**config.mk**
```make
export PLATFORM = sky130hd
export DESIGN_NAME = adc_frame_buffer
export DESIGN_NICKNAME = d
export VERILOG_FILES = /design/src/rtl/adc_frame_buffer.sv
export SDC_FILE = /design/constraint.sdc
export NUM_CORES = 1
export LEC_CHECK = 0
export CAP_MARGIN = 20
export CORE_ASPECT_RATIO = 1.4
export CORE_UTILIZATION = 37
export CTS_BUF_LIST = sky130_fd_sc_hd__clkbuf_2 sky130_fd_sc_hd__clkbuf_4 sky130_fd_sc_hd__clkbuf_8
export DETAILED_ROUTE_END_ITERATION = 7
export PLACE_DENSITY = 0.54
export RECOVER_POWER = 25
export SKIP_CTS_REPAIR_TIMING = 1
export SLEW_MARGIN = 10
export SYNTH_ARGS = -nofsm -noshare
export SYNTH_HDL_FRONTEND = slang
export SYNTH_SLANG_ARGS = --single-unit
```
**constraint.sdc**
```tcl
create_clock -name CLOCK -period 4.28 [get_ports CLOCK]
set_clock_uncertainty 0.2 [all_clocks]
set_input_delay 0.642 -clock CLOCK [delete_from_list [all_inputs] [get_ports CLOCK]]
set_output_delay 0.642 -clock CLOCK [all_outputs]
set_load 0.05 [all_outputs]
```
**src/rtl/adc_frame_buffer.sv**
```systemverilog
// Ping-pong frame buffer between the ADC SPI reader and the FFT stage.
// Optional build macro ADC_TWOS_COMP_EN: store samples as sign-extended two's complement.
module adc_frame_buffer #(
  parameter int N_SAMPLES = 64,
  parameter int DATA_W    = 16,
  parameter int ADC_BITS  = 12,
  parameter int ADC_SHIFT = 0,
  localparam int AW = $clog2(N_SAMPLES)
) (
  input  logic              CLOCK,
  input  logic              RESET,
  input  logic [15:0]       DATA_IN,
  input  logic              DV,
  input  logic [AW-1:0]     RD_ADDR,
  output logic [DATA_W-1:0] RD_DATA,
  output logic              FRAME_READY,
  input  logic              FRAME_DONE,
  output logic              OVERRUN,
  output logic [AW:0]       FILL_LEVEL
);

  localparam logic [AW:0]   FULL_LEVEL = (AW+1)'(N_SAMPLES);
  localparam logic [AW-1:0] LAST_IDX   = AW'(N_SAMPLES - 1);

  typedef enum logic {FILL, FULL_WAIT} state_t;

  state_t            state_q;
  logic              dv_prev_q;
  logic              wr_bank_q;
  logic              rd_bank_q;
  logic [AW-1:0]     wr_ptr_q;
  logic              ready_q;
  logic              handoff_q;
  logic              overrun_q;
  logic [DATA_W-1:0] rd_data_q;

  logic [DATA_W-1:0] mem [2*N_SAMPLES];

  logic [ADC_BITS-1:0] field;
  logic [DATA_W-1:0]   sample_d;
  logic                accept;
  logic                frame_release;
  logic                last_write;
  logic                wr_en;

  assign field = ADC_BITS'(DATA_IN >> ADC_SHIFT);

  always_comb begin
    sample_d = '0;
`ifdef ADC_TWOS_COMP_EN
    // Inverting the offset-binary MSB gives the sign; replicate it upward.
    for (int i = 0; i < DATA_W; i++) begin
      sample_d[i] = ~field[ADC_BITS-1];
    end
    sample_d[ADC_BITS-2:0] = field[ADC_BITS-2:0];
`else
    sample_d[ADC_BITS-1:0] = field;
`endif
  end

  assign accept        = DV & ~dv_prev_q;
  assign frame_release = FRAME_DONE & ready_q;
  assign last_write    = (wr_ptr_q == LAST_IDX);
  assign wr_en         = accept & (state_q == FILL);

  always_ff @(posedge CLOCK) begin
    if (wr_en) begin
      mem[{wr_bank_q, wr_ptr_q}] <= sample_d;
    end
  end

  always_ff @(posedge CLOCK or posedge RESET) begin
    if (RESET) begin
      rd_data_q <= '0;
    end else if (ready_q) begin
      rd_data_q <= mem[{rd_bank_q, RD_ADDR}];
    end
  end

  always_ff @(posedge CLOCK or posedge RESET) begin
    if (RESET) begin
      state_q   <= FILL;
      dv_prev_q <= 1'b1;
      wr_bank_q <= 1'b0;
      rd_bank_q <= 1'b0;
      wr_ptr_q  <= '0;
      ready_q   <= 1'b0;
      handoff_q <= 1'b0;
      overrun_q <= 1'b0;
    end else begin
      dv_prev_q <= DV;
      handoff_q <= 1'b0;
      // handoff_q delays a new frame by one cycle after a release so the consumer sees a low gap.
      if (handoff_q) begin
        ready_q <= 1'b1;
      end
      if (frame_release) begin
        ready_q <= 1'b0;
      end
      case (state_q)
        FILL: begin
          if (accept) begin
            if (last_write) begin
              if (ready_q && !FRAME_DONE) begin
                state_q <= FULL_WAIT;
              end else begin
                rd_bank_q <= wr_bank_q;
                wr_bank_q <= ~wr_bank_q;
                wr_ptr_q  <= '0;
                if (frame_release) begin
                  handoff_q <= 1'b1;
                end else begin
                  ready_q <= 1'b1;
                end
              end
            end else begin
              wr_ptr_q <= wr_ptr_q + AW'(1);
            end
          end
        end
        FULL_WAIT: begin
          if (accept) begin
            overrun_q <= 1'b1;
          end
          if (frame_release) begin
            rd_bank_q <= wr_bank_q;
            wr_bank_q <= ~wr_bank_q;
            wr_ptr_q  <= '0;
            handoff_q <= 1'b1;
            state_q   <= FILL;
          end
        end
        default: state_q <= FILL;
      endcase
    end
  end

  assign RD_DATA     = rd_data_q;
  assign FRAME_READY = ready_q;
  assign OVERRUN     = overrun_q;
  assign FILL_LEVEL  = (state_q == FULL_WAIT) ? FULL_LEVEL : {1'b0, wr_ptr_q};

endmodule
```
==> results_dict.tcl, run 1 <==
set metrics [dict create \
    status "finished with violations" \
    violations "max-capacitance violations, max-slew violations" \
    drive_gt1_share_pct 29.08 \
    numPortBuffers 42 \
    setup_viol 0 \
    synthesis.area_sq_um 60800 \
    maxCapViolCount 12 \
    dp_hpwl_mm 97.48 \
    relSlewSlack_pct -172.6 \
    syn-instance-count 2874 \
    avgSynthCellArea_sq_um 21.16 \
    area_delta_synth_final_pct 14.34 \
    end_kind "flip-flop" \
    yosys.area.top_type_share_pct 75.86 \
    hold_viol 0 \
    grt_max_degree 87 \
    die_area_sq_um 166000 \
    final.setup.worst_slack_ps 532.3 \
    fin_nets 3252 \
    critPathKind "in -> reg" \
    timing.final.crit_share_pct 87.56 \
    drt-initial-drc-count 2474 \
    cts.sinks 1561 \
    synth.yosys.seq_area_share_pct 76.89 \
    avgViaCountPerCell 5.437 \
    drc 0 \
    p_leak_uw 0.02230 \
    firstDrtPassIters 6 \
    startpoint "DATA_IN[4]" \
    vias 30086 \
    netlist_top_cells_count "edfxtp_1, mux4_2, nor2_1" \
    fin_cells 5534 \
    drt-wirelength-per-cell_um 27.85 \
    grt_pass1_wl_mm 223.2 \
    hold_path.class "in -> reg" \
    ys_types 57 \
    numCtsBuffers 219 \
    yosys_warnings 0 \
    slew_viol_final 833 \
    crit_family "buffers and inverters" \
    yosys_most_used_dff "edfxtp_1" \
    die_w_um 344.6 \
    synthTopCellsByArea "edfxtp_1, mux4_2, mux2i_1" \
    cp.required_ps 4770 \
    rsz0062_at_grt "no" \
    vdd_drop_max_uv 437.7 \
    gp_congestion 0.8151 \
    cp.arrival_ps 4240 \
    reg2reg_from "state_q" \
    synth_edf_count 1536 \
    synth.most_common_cell "edfxtp_1" \
    crit_path_start_kind "primary input" \
    start_util_pct 37.37 \
    cts.clk_slew.worst_paths_ps 60 \
    track_usage_pct 18.87 \
    cp_num_buf_inv 2 \
    clock_latency_ps 930 \
    antenna_found_initial 8 \
    crit_chain "clkbuf_1 -> buf_4" \
    fin_crit_ps 3748 \
    clock-root-buffer "clkbuf_8" \
    post-synth-top-area-cell "edfxtp_1" \
    num_rows 175 \
    routed_wl_mm 154.1 \
    crit_slowest_cell "clkbuf_1" \
    max_freq_mhz 266.8 \
    h-tree-depth 4 \
    hold_path_startpoint "FRAME_DONE" \
    ant_nets 0 \
    ys_ff_latch 1561 \
    cp_max_fo 76 \
    pre_cts_slack_ps 267.7 \
    grt_pass1_vias 31363 \
    fp.dieH_um 481.6 \
    tightest_slew_ps 4089 \
    grt-ovfl-total 0 \
    whs_ps 159.0 \
    slowest_delay_ps 2810 \
    power_density_nw_per_um2 456.7 \
    placedCellCount 5126 \
    fin_setup_tns_ps 0 \
    clockBufferDepth 3 \
    cts_tree "yes" \
    synth-async-reset-ratio_pct 1.602 \
    core_sq_um 162700 \
    ios 51 \
]
through the flow:
| step | util [%] | area, sq um | power [uW] |
|---|---|---|---|
| after global routing | 42.73 | 69520 | 32780 |
| after CTS | 42.74 | 69530 | 32030 |
| after floorplan | - | 60810 | 18970 |
| after global placement | 40.03 | 65120 | 20260 |
| final | 42.73 | 69520 | 31750 |
| after detailed placement | 40.03 | 65120 | 20310 |
power by group:
group	internal (uW)	total, uW	switching (uW)
Sequential	17000	17300	289
Clock	6170	11800	5580
Combinational	918	2700	1790
Total	24100	31800	7660
sequential cells by signal, indices dropped and copies added, names as in the netlist:
| register | count |
|---|---|
| dv_prev_q | 1 |
| wr_bank_q | 1 |
| RD_DATA | 12 |
| state_q | 1 |
| wr_ptr_q | 6 |
| OVERRUN | 1 |
| mem | 1536 |
| FRAME_READY | 1 |
| handoff_q | 1 |
| rd_bank_q | 1 |
cell usage in the layout (no fill, tap or decap), drive strengths merged, types with 6 or more instances in the layout:
master,n
a211oi,9
a21oi,18
a221o,9
a22oi,6
a311o,8
a311oi,18
a32oi,6
and2,29
and2b,6
buf,263
bufinv,12
clkbuf,299
clkdlybuf4s50,24
clkinv,100
dfrtp,24
edfxtp,1536
inv,18
mux2,15
mux2i,151
mux4,351
nand2,72
nand3,32
nor2,169
nor2b,15
nor3,11
nor4,6
o21ai,33
o221ai,41
o22a,8
o22ai,53
or2,7
final timing paths:
| check | slack (ps) | cells past startpoint | to |
|---|---|---|---|
| max | 530 | 2 | mem[32][4] |
| min | 160 | 3 | handoff_q |
| max reg2reg | 1100 | 4 | mem[91][8] |
| min reg2reg | 280 | 1 | OVERRUN |
| max in group asynchronous | 2820 | 4 | RD_DATA[9] |
| min in group asynchronous | 410 | 3 | FRAME_READY |
metal layers:
metal / GRT usage, % / up-vias / part of all wire (%)
met5: 0 / - / 0.0084
li1: - / 12737 / -
met4: 6.585 / 2 / 3.1
met1: 23.90 / 16105 / 40
met3: 3.027 / 248 / 5.2
met2: 32.68 / 994 / 52
layout make-up:
class / count / area [sq um]
sequential: 1561 / 46750
multi-input combinational: 1125 / 13040
clock buffer: 287 / 3575
inverter: 16 / 61.31
antenna: 2 / 5.005
tap: 2124 / 2658
timing repair buffer: 302 / 2582
clock inverter: 117 / 840.8
fill: 14030 / 93170
logic make-up (layout without fill, tap and decap cells):
logic type / Yosys count / count (layout) / synth area share [%]
compound gates: 231 / 231 / 2.772
xor+xnor: 1 / 1 / 0.01441
fa+ha+maj: 1 / 1 / 0.02058
buf+inv: 191 / 722 / 1.694
flops: 1561 / 1561 / 76.89
mux: 517 / 517 / 15.81
other cells: 1 / 6 / 0.006168
simple gates: 371 / 371 / 2.793
Power figures use the tool's default switching activity.
==> run 2, diff against run 1 <==
- ABC_AREA: not set -> 1
- CORE_ASPECT_RATIO: 1.4 -> 1.25
- REMOVE_ABC_BUFFERS: not set -> 1
==> results_dict.tcl, run 2 <==
set metrics [dict create \
    status "finished with violations" \
    grt_pass1_wl_mm 260.4 \
    maxCapViolCount 11 \
    hold_path_startpoint "FRAME_DONE" \
    netlist_top_cells_count "nand2_1, edfxtp_1, nand3_1" \
    cts.clk_slew.worst_paths_ps 70 \
    slew_viol_final 806 \
    numCtsBuffers 224 \
    cts_tree "yes" \
    crit_family "buffers and inverters" \
    r2r_cells 5 \
    pre_cts_slack_ps 783.6 \
    drt-initial-drc-count 3854 \
    end_kind "output pin" \
    slowest_delay_ps 950 \
    top_register "mem" \
    vias 40892 \
    drt-wirelength-per-cell_um 22.51 \
    syn-instance-count 5295 \
    final_common_cell "nand2_1" \
    grt_util_met2_pct 33.83 \
    timing.final.crit_share_pct 83.44 \
    grt.busiest_layer "met2" \
    routed_wl_mm 177.2 \
    clockBufferDepth 3 \
    max_freq_mhz 280.0 \
    reg2reg_from "state_q" \
    crit_chain "clkdlybuf4s50_1" \
    synth.yosys.seq_area_share_pct 73.90 \
    grt_max_degree 129 \
    rr_endpoint "mem[64][2]" \
    avgViaCountPerCell 5.194 \
    regToRegSetupSlack_ps 1520 \
    synthesis.area_sq_um 63260 \
    clock-root-buffer "clkbuf_8" \
    startpoint "FRAME_READY" \
    hold_viol 0 \
    post-synth-top-area-cell "edfxtp_1" \
    core_sq_um 169800 \
    gp_congestion 0.8929 \
    relSlewSlack_pct -158.5 \
    die_area_sq_um 172700 \
    ant_nets 0 \
    yosys_warnings 0 \
    min_delay_worst_endpoint "handoff_q" \
    cp_num_buf_inv 1 \
    h-tree-depth 4 \
    ys_types 28 \
    fin_nets 5483 \
    violations "max-capacitance violations, max-slew violations" \
    grt_use_met1_pct 26.94 \
    firstDrtPassIters 5 \
    ys_ff_latch 1561 \
    grt-ovfl-total 0 \
    num_rows 169 \
    min_path_cells 3 \
    yosys_most_used_dff "edfxtp_1" \
    rsz0062_at_grt "no" \
    use_met3_pct 2.752 \
    cp_max_fo 16 \
    power_uw 31730 \
    synth-async-reset-ratio_pct 1.602 \
    start_util_pct 37.26 \
    final.setup.worst_slack_ps 708.7 \
    die_w_um 371.9 \
    critPathKind "reg -> out" \
    cp.arrival_ps 2730 \
    track_usage_pct 20.38 \
    fin_setup_tns_ps 0 \
    dp_hpwl_mm 101.3 \
    utilization_pct 41.94 \
    avgSynthCellArea_sq_um 11.95 \
    numPortBuffers 42 \
    area_delta_synth_final_pct 12.57 \
    synth_edf_count 1536 \
    drc 0 \
    drive_gt1_share_pct 10.69 \
    tightest_slew_ps 3878 \
    clock_latency_ps 970 \
    final_cell_mix "nand2_1, edfxtp_1, nand3_1" \
    largest_reg_flops 1536 \
    crit_slowest_cell "clkdlybuf4s50_1" \
    cts.sinks 1561 \
    fin_crit_ps 3571 \
    ios 51 \
    grt_pass1_vias 38964 \
    cp.required_ps 3440 \
    setup_viol 0 \
    fp.dieH_um 464.3 \
    antenna_found_initial 1 \
    synthTopCellsByArea "edfxtp_1, nand3_1, nand2_1" \
    p_leak_uw 0.02510 \
    crit_path_start_kind "flip-flop" \
    hold_path.class "in -> reg" \
    vdd_drop_max_uv 524.2 \
    power_density_nw_per_um2 445.6 \
    synth.most_common_cell "nand2_1" \
    yosys.area.top_type_share_pct 72.91 \
]
## run 2: cell types whose count changed after synthesis, moves of 52 or more
cell,previous run,this run
nand2_1,72,1692
nand3_1,32,1479
o22ai_1,53,1
mux4_2,344,0
mux2i_1,151,0
buf_2,61,140
## run 2: worst max-delay path by stage
stage	slack, ps	cells after the start	end
floorplan	-1030	11	RD_DATA[2]
CTS	630	1	FRAME_READY
detailed placement	780	14	RD_DATA[4]
global route	620	1	FRAME_READY
finish	710	1	FRAME_READY
global placement	820	8	mem[101][2]
## run 2: cell type report
type / count / area (sq um)
Tap cell: 2223 / 2781
Timing Repair Buffer: 284 / 2690
Inverter: 33 / 153.9
Clock buffer: 298 / 3657
Multi-Input combinational cell: 3352 / 14490
Fill cell: 15876 / 98580
Sequential cell: 1561 / 46750
Antenna cell: 2 / 5.005
Clock inverter: 120 / 688.2
## run 2: per-layer routing
metal	routed length, um	vias to the layer above
met5	0	-
met3	10140	264
met2	87550	1329
li1	-	19118
met4	6088	0
met1	73460	20181
## run 2: worst register-to-register path, cell delays in order (launching register included)
cell and delay (ps):
dfrtp_1 530, nor2_2 450, nand2_1 490, buf_4 380, nor2_1 110, buf_4 250
## run 2: report_power, final
group,switching (uW),internal (uW),total [uW]
clock network,5720,5830,11500
registers,124,17000,17100
logic,2310,737,3050
## run 2: per-stage QoR
stage,instances,hold WS [ps],cell area (sq um)
floorplan,4946,313.1,61370
global placement,7449,274.8,66870
detailed placement,7449,266.6,66870
CTS,7867,-222.2,71220
global route,7872,107.6,71220
finish,7873,147.3,71220
## run 2: cell families after synthesis
logic type	after synthesis	share of synthesized area, %
DFF	1561	73.90
xor gates and xnor gates	1	0.01385
adders and majority gates	1	0.01977
other	1	0.005928
AOI/OAI and AO/OA	13	0.1127
buffers and inverters	385	3.212
and+or+nand+nor	3333	22.74
